### src/rtl/clk_div_prog.sv
// clk_div_prog: multi-channel run-time programmable integer clock divider.
// Each channel emits a registered divided clock (high for (N+1)>>1 cycles of
// every N), a one-cycle tick on each rising edge of that clock, and a running
// flag. Divisor changes are pended and only take effect on a period boundary,
// and disabling a channel always lets the current period finish.
module clk_div_prog #(
   parameter int unsigned NUM_CH  = 2,
   parameter int unsigned CNT_W   = 8,
   parameter int unsigned DEF_DIV = 4,
   localparam int unsigned CH_W   = (NUM_CH > 1) ? $clog2(NUM_CH) : 1
) (
   input  logic              clk,
   input  logic              reset,
   input  logic              cfg_we,
   input  logic [CH_W-1:0]   cfg_ch,
   input  logic [CNT_W-1:0]  cfg_div,
   output logic              cfg_err,
   input  logic [NUM_CH-1:0] ch_en,
   output logic [NUM_CH-1:0] clk_out,
   output logic [NUM_CH-1:0] tick,
   output logic [NUM_CH-1:0] running
);

   typedef enum logic {
      ST_IDLE = 1'b0,
      ST_RUN  = 1'b1
   } state_t;

   localparam logic [CH_W:0]    NUM_CH_L  = NUM_CH[CH_W:0];
   localparam logic [CNT_W-1:0] DEF_DIV_L = DEF_DIV[CNT_W-1:0];
   localparam logic [CNT_W-1:0] MIN_DIV   = CNT_W'(2);

   // A write is accepted only for an existing channel and a divisor of two or more.
   logic cfg_legal;

   // Shared write qualification, decoded once for all channels.
   always_comb begin
      cfg_legal = cfg_we && ({1'b0, cfg_ch} < NUM_CH_L) && (cfg_div >= MIN_DIV);
   end

   // Rejected writes are reported one cycle later as a single-cycle pulse.
   always_ff @(posedge clk or posedge reset) begin
      if (reset) begin
         cfg_err <= 1'b0;
      end else begin
         cfg_err <= cfg_we && !cfg_legal;
      end
   end

   for (genvar g = 0; g < NUM_CH; g++) begin : g_ch
      state_t           state;
      state_t           state_nxt;
      logic [CNT_W-1:0] cnt;
      logic [CNT_W-1:0] div_act;
      logic [CNT_W-1:0] div_pend;
      logic             pend_valid;
      logic             clk_q;
      logic             tick_q;
      logic             wr_hit;
      logic             wrap;
      logic             start;
      logic             boundary;
      logic [CNT_W:0]   cnt_inc;
      logic [CNT_W:0]   half;

      // Per-channel decode of write target, period position and boundaries.
      always_comb begin
         wr_hit   = cfg_legal && (cfg_ch == CH_W'(g));
         wrap     = (state == ST_RUN) && (cnt == div_act - CNT_W'(1));
         start    = (state == ST_IDLE) && ch_en[g];
         boundary = start || wrap;
         cnt_inc  = {1'b0, cnt} + (CNT_W+1)'(1);
         half     = ({1'b0, div_act} + (CNT_W+1)'(1)) >> 1;
      end

      // State register.
      always_ff @(posedge clk or posedge reset) begin
         if (reset) begin
            state <= ST_IDLE;
         end else begin
            state <= state_nxt;
         end
      end

      // Next state: start on enable, park only at the end of a full period.
      always_comb begin
         state_nxt = state;
         case (state)
            ST_IDLE: if (ch_en[g]) state_nxt = ST_RUN;
            ST_RUN:  if (wrap && !ch_en[g]) state_nxt = ST_IDLE;
            default: state_nxt = ST_IDLE;
         endcase
      end

      // Output decode of the state.
      always_comb begin
         running[g] = (state == ST_RUN);
      end

      // Period counter and registered waveform/tick.
      always_ff @(posedge clk or posedge reset) begin
         if (reset) begin
            cnt    <= '0;
            clk_q  <= 1'b0;
            tick_q <= 1'b0;
         end else begin
            tick_q <= 1'b0;
            if (state == ST_IDLE) begin
               cnt   <= '0;
               clk_q <= 1'b0;
               if (ch_en[g]) begin
                  clk_q  <= 1'b1;
                  tick_q <= 1'b1;
               end
            end else if (wrap) begin
               cnt <= '0;
               if (ch_en[g]) begin
                  clk_q  <= 1'b1;
                  tick_q <= 1'b1;
               end else begin
                  clk_q <= 1'b0;
               end
            end else begin
               cnt   <= cnt_inc[CNT_W-1:0];
               clk_q <= (cnt_inc < half);
            end
         end
      end

      // Divisor hand-over: consume the pended value at a boundary, while a
      // write landing in that same cycle re-arms the pend for the next one.
      always_ff @(posedge clk or posedge reset) begin
         if (reset) begin
            div_act    <= DEF_DIV_L;
            div_pend   <= DEF_DIV_L;
            pend_valid <= 1'b0;
         end else begin
            if (boundary && pend_valid) begin
               div_act    <= div_pend;
               pend_valid <= 1'b0;
            end
            if (wr_hit) begin
               div_pend   <= cfg_div;
               pend_valid <= 1'b1;
            end
         end
      end

      assign clk_out[g] = clk_q;
      assign tick[g]    = tick_q;
   end

endmodule

### config.mk
export PLATFORM = sky130hd
export DESIGN_NAME = clk_div_prog
export DESIGN_NICKNAME = d
export VERILOG_FILES = /design/src/rtl/clk_div_prog.sv
export SDC_FILE = /design/constraint.sdc
export NUM_CORES = 1
export LEC_CHECK = 0
export CAP_MARGIN = 20
export CORE_ASPECT_RATIO = 0.5
export CORE_MARGIN = 5
export CORE_UTILIZATION = 45
export DETAILED_ROUTE_END_ITERATION = 8
export HOLD_SLACK_MARGIN = 0.05
export SLEW_MARGIN = 40
export SYNTH_ARGS = -nofsm -noshare
export SYNTH_HDL_FRONTEND = slang
export SYNTH_SLANG_ARGS = --single-unit
### constraint.sdc
create_clock -name clk -period 2.9 [get_ports clk]
set_clock_uncertainty 0.2 [all_clocks]
set_input_delay 0.58 -clock clk [delete_from_list [all_inputs] [get_ports clk]]
set_output_delay 0.58 -clock clk [all_outputs]
set_load 0.005 [all_outputs]
* After elaboration in Yosys (flattened, before gate mapping)
Cells that the tools add are included.
** Word-level totals
- Input port bits :: 14
- Logic and storage cells :: 70
- Output and inout port bits :: 7
- Bits in registers :: 57
** Operators by class
- Reductions and logical operators :: 19
- Order comparisons :: 3
- Bitwise gates (word level) :: 3
- Multiplexer cells :: 22
- Eq/ne operators :: 2
- $add $sub $neg :: 6
** Operators with widths (number)
- $add A8 B1 Y9 const B :: 4
- $mux W8 :: 4
- $lt A9 B8 Y1 :: 2
- $eq A8 B8 Y1 :: 2
- $mux W1 :: 16
- $sub A8 B1 Y8 const B :: 2
- $logic_and A1 B1 Y1 :: 12
- $ge A8 B2 Y1 const B :: 1
- $pmux W1 S2 :: 2
- $reduce_bool A2 Y1 :: 2
- $logic_not A1 Y1 :: 3
- $not A1 Y1 :: 3
- $logic_or A1 B1 Y1 :: 2

* Depth between registers and ports, before layout
- Word-level depth :: 7
- Gate-level depth with buffers :: 12
- Gate-level depth less buffers :: 11

* Least setup slack after synthesis
Ideal clock, no wire load.
- Path type :: reg-to-reg
- Start point :: reg g_ch[0].div_act[2]
- End point :: reg g_ch[0].clk_q
- Required time :: 2.624 ns
- Stages on the path, launching flop included :: 12
- Period minus slack after synthesis :: 2.499 ns
- Path buffers :: 1
- Library setup time :: 0.076 ns
- Data arrival time :: 2.223 ns
- Slack :: 0.401 ns
- Path through :: dfstp_2 > buf_2 > nand2_1 > nor3_1 > nand4_1 > xor2_1 > ha_1 > nand2_1 > nor4_1 > a2111oi_0 > o211ai_1 > o21bai_2
** On the way
- Longest elaborated chain between the ends :: 5
- Elaborated cells on any way between the ends :: 7
- Those cells by class :: add/sub (2); order compare (1); eq/ne (1); mux (2); reduce/logical (1)
** Ends and longest elaborated chain
- start: declaration :: line 54 : logic [CNT_W-1:0] div_act;
- start signal: assignment :: line 139 : div_act <= div_pend;
- parallel branches: the longest is 3 deep, another holds $add A8 B1 Y9
- $mux W1 * :: line 115 : end else if (wrap) begin
- $mux W1 * :: line 108 : if (state == ST_IDLE) begin
- end signal: assignment :: line 125 : clk_q <= (cnt_inc < half);
- end: declaration :: line 57 : logic clk_q;
Every way passes the cells marked *.
A chain may end at the register's enable or synchronous reset.

* Worst setup path in the final report
- Start point :: reg g_ch[1].div_act[0]
- End point :: reg g_ch[1].clk_q
** On the way
- Longest elaborated chain between the ends :: 5
- Elaborated cells on any way between the ends :: 7
- Those cells by class :: add/sub (2); order compare (1); eq/ne (1); mux (2); reduce/logical (1)
** Ends and longest elaborated chain (line)
- start: declaration :: 54
- start signal: assignment :: 139
- parallel branches: the longest is 3 deep, another holds $add A8 B1 Y9
- $mux W1 * :: 115
- $mux W1 * :: 108
- end signal: assignment :: 125
- end: declaration :: 57
Marks and branches as above.

==> implementation parameters <==
Parameter                              Value

Status
  Outcome ... finished clean

Logic synthesis
  Area of the mapped netlist ... 3830 sq um
  Top FF cell, synth ... dfrtp_1
  Distinct cell type count after synthesis ... 47
  Number of flops mapped to enable cells by yosys ... 0
  Per-instance average area after synthesis ... 10.3 sq um
  Sequential area share after synthesis ... 37.3%
  Flip-flop and latch count after synthesis ... 57
  Post-Synthesis Cells ... 371
  Net count of the mapped netlist ... 405
  Total of warnings raised by yosys ... 0
  Proportion of synthesized flip-flops having asynchronous set or reset ... 100%

Floorplan
  Die height ... 75.3 um
  Area of the die ... 10600 sq um
  Core Region ... 8140 sq um
  I/O pin total ... 21
  Core Rows ... 23
  Width of the die ... 141 um
  Initial Utilization ... 47.1%

Placed design
  Last weighted congestion value of the routability-driven placer ... 0.854
  Placed wire-length estimate after detailed placement ... 5730 um
  Placed Instances ... 492
  Port buffer count ... 20

Power and ir drop
  Switching share of power ... 21.5%
  Max VDD drop ... 286 uV
  Part of the total power dissipated in the clock network ... 53.8%
  Internal Dissipation ... 1.65 mW
  Register share of total power ... 40.9%
  Leak pwr ... 1.90 nW
  Net Switching ... 0.452 mW
  Combinational power share ... 5.3%
  Total power of the final layout ... 2.10 mW
  Power density over the cells ... 473 nW/um^2

STA
  Count of final hold-check violations ... 0
  Fmax ... 370 MHz
  RSZ-0062 raised after global routing ... no
  Final-report setup violation count ... 0
  Worst Tran Pin Value ... 0.530 ns
  Number of pins with negative max-slew slack in the final report ... 0
  Final setup TNS ... 0 ns
  Worst relative slew slack ... 64.6%
  Final min period ... 2.70 ns
  Period Utilization, post-route ... 93.2%

Layout
  Fraction of final layout cells with drive strength greater than 1 ... 15.9%
  Final Instance Count excl. Fillers ... 508
  Number of diodes added for antenna fixing ... 0
  Number of nets in the layout ... 425
  Number of fill cells ... 712
  P&R area growth vs syn ... 16.0%

Clock network
  Setup fix buffers added after clock tree synthesis ... 0
  Post-CTS Hold Buffers ... 0
  TritonCTS clock tree ... built
  Root Buffer ... clkbuf_16
  H-tree depth ... 3
  Clock latency on the worst-skew pair ... 0.34 ns
  Cts bufs inserted ... 9
  Clock transition at the registers of the reported paths ... 0.05 ns
  Maximum clock insertion buffer count ... 2
  Number of sinks handled by clock tree synthesis ... 57

Routing
  Wire length per cell ... 15.1 um
  Number of iterations in the first detailed-routing pass ... 6
  Total vias in the final route ... 2775
  Remaining DRCs ... 0
  DR vias/cell ... 5.46
  Number of routed nets with antenna violations ... 0
  DRC marker count from the first detailed-route iteration ... 160
  Routed wire length ... 7690 um

Flow run
  Max Cap Violations ... 0

Setup path
  Category of the worst setup path launch point ... flop
  Critical Path Fanout Max ... 7
  Worst setup path class ... flop to flop
  Setup crit end kind ... flop
  Arrival time reported for the critical path endpoint ... 2.77 ns
  Worst path required time ... 2.96 ns

Global routing
  Global route total overflow ... 0
  Global-route wire length before repair ... 13400 um
  Overall fraction of global-route tracks in use ... 16.2%
  Vias in the first global route ... 2954
  Largest net degree at the start of global routing ... 58
  Antenna violations before repair ... 0

Worst hold path
  Class of the tightest hold or removal check ... flop to flop
## synthesized netlist by cell type, drive strengths merged, types with 5 or more instances
cell | n | area share (%)
mux2i | 44 | 11
o21ai | 15 | 2.0
mux2 | 16 | 4.7
buf | 20 | 4.1
nor4 | 5 | 1.1
ha | 20 | 6.5
nand2 | 21 | 2.1
xnor2 | 21 | 4.8
clkbuf | 7 | 0.75
nor2 | 13 | 1.3
nor3b | 14 | 2.7
nand3 | 17 | 2.3
nor3 | 9 | 1.2
dfrtp | 53 | 35
a21oi | 9 | 1.4
xor2 | 23 | 5.3
a211oi | 5 | 0.98
inv | 11 | 1.1
nand4 | 6 | 0.98
## worst max-delay path, cell delays in order (launching register included)
cell,delay (ns)
dfrtp_1,0.48
inv_1,0.12
nor3_1,0.36
nand2_1,0.12
xor2_1,0.17
ha_1,0.33
a21o_1,0.17
a211oi_1,0.22
o21ai_0,0.12
o211ai_1,0.12
nand3_1,0.11
o21bai_2,0.11
## registers in the layout, indices dropped and copies added (netlist names)
name,cells
cfg_err,1
g_ch.tick_q,2
g_ch.state,2
g_ch.div_act,16
g_ch.div_pend,16
g_ch.cnt,16
g_ch.clk_q,2
g_ch.pend_valid,2
## power groups by stage
stage,sequential (mW),clock [mW],combinational [mW]
global route,0.866,1.20,0.126
finish,0.860,1.13,0.111
CTS,0.861,1.17,0.114
global placement,0.872,0,0.108
detailed placement,0.874,0,0.113
floorplan,0.863,0,0.0695
## final timing paths
| kind | start | end | slack, ns | cells after the start |
|---|---|---|---|---|
| worst max-delay path | g_ch[1].div_act[0] | g_ch[1].clk_q | 0.20 | 11 |
| worst min-delay path | g_ch[0].div_pend[4] | g_ch[0].div_pend[4] | 0.33 | 1 |
| worst max register to register | g_ch[1].div_act[0] | g_ch[1].clk_q | 0.20 | 11 |
| worst min register to register | g_ch[0].div_pend[4] | g_ch[0].div_pend[4] | 0.33 | 1 |
| max in group asynchronous | reset | g_ch[0].div_pend[2] | 1.78 | 3 |
| min in group asynchronous | reset | g_ch[1].div_pend[7] | 0.43 | 3 |
## metrics by stage
step	setup WS (ns)	hold WS, ns	area [sq um]	utilization, %
floorplan	0.401	0.290	3830	-
global placement	-0.0604	0.313	4120	50.6
detailed placement	-0.102	0.329	4120	50.6
CTS	0.183	0.341	4440	54.5
global route	0.0147	0.351	4450	54.6
finish	0.197	0.334	4450	54.6
## area by class of cell
| class | count | area, sq um | share of cell area (%) |
|---|---|---|---|
| repair buffers | 36 | 333 | 7.48 |
| clock inverters | 6 | 92.6 | 2.08 |
| multi-input cells | 276 | 2180 | 49.0 |
| clock buffers | 10 | 229 | 5.15 |
| inverters | 11 | 41.3 | 0.929 |
| well taps | 112 | 140 | 3.15 |
| flip-flops and latches | 57 | 1430 | 32.2 |
## what timing repair did
| item | in CTS | in global routing |
|---|---|---|
| resized for setup | 0 | 1 |
| endpoints found under the hold margin | 0 | 0 |
| endpoints found under the setup margin | 0 | 1 |
## metal layers
metal | vias up | part of all wire (%) | global-route usage (%)
met3 | 10 | 3.5 | 5.46
met2 | 38 | 50 | 29.2
met4 | 0 | 1.4 | 6.77
li1 | 1360 | - | -
met1 | 1367 | 45 | 18.1
met5 | - | 0 | 0
## cell usage in the layout, fill, tap and decap left out, types with 14 or more instances in the layout
cell	synthesis	layout
clkdlybuf4s50_1	0	20
mux2_2	16	16
ha_1	20	20
nor3b_1	14	14
dfrtp_1	53	53
xnor2_1	21	21
mux2i_1	44	44
xor2_1	23	23
buf_4	10	15
nand3_1	16	16
nand2_1	21	21
## cell families after synthesis
group / share of synthesized area [%]
muxes: 16.2
AOI/OAI and AO/OA: 8.13
DFF: 37.3
buffers and inverters: 5.94
xor gates and xnor gates: 10.1
adders and majority gates: 6.53
and+or+nand+nor: 15.8
No activity file was read; power rests on OpenSTA's default activity.
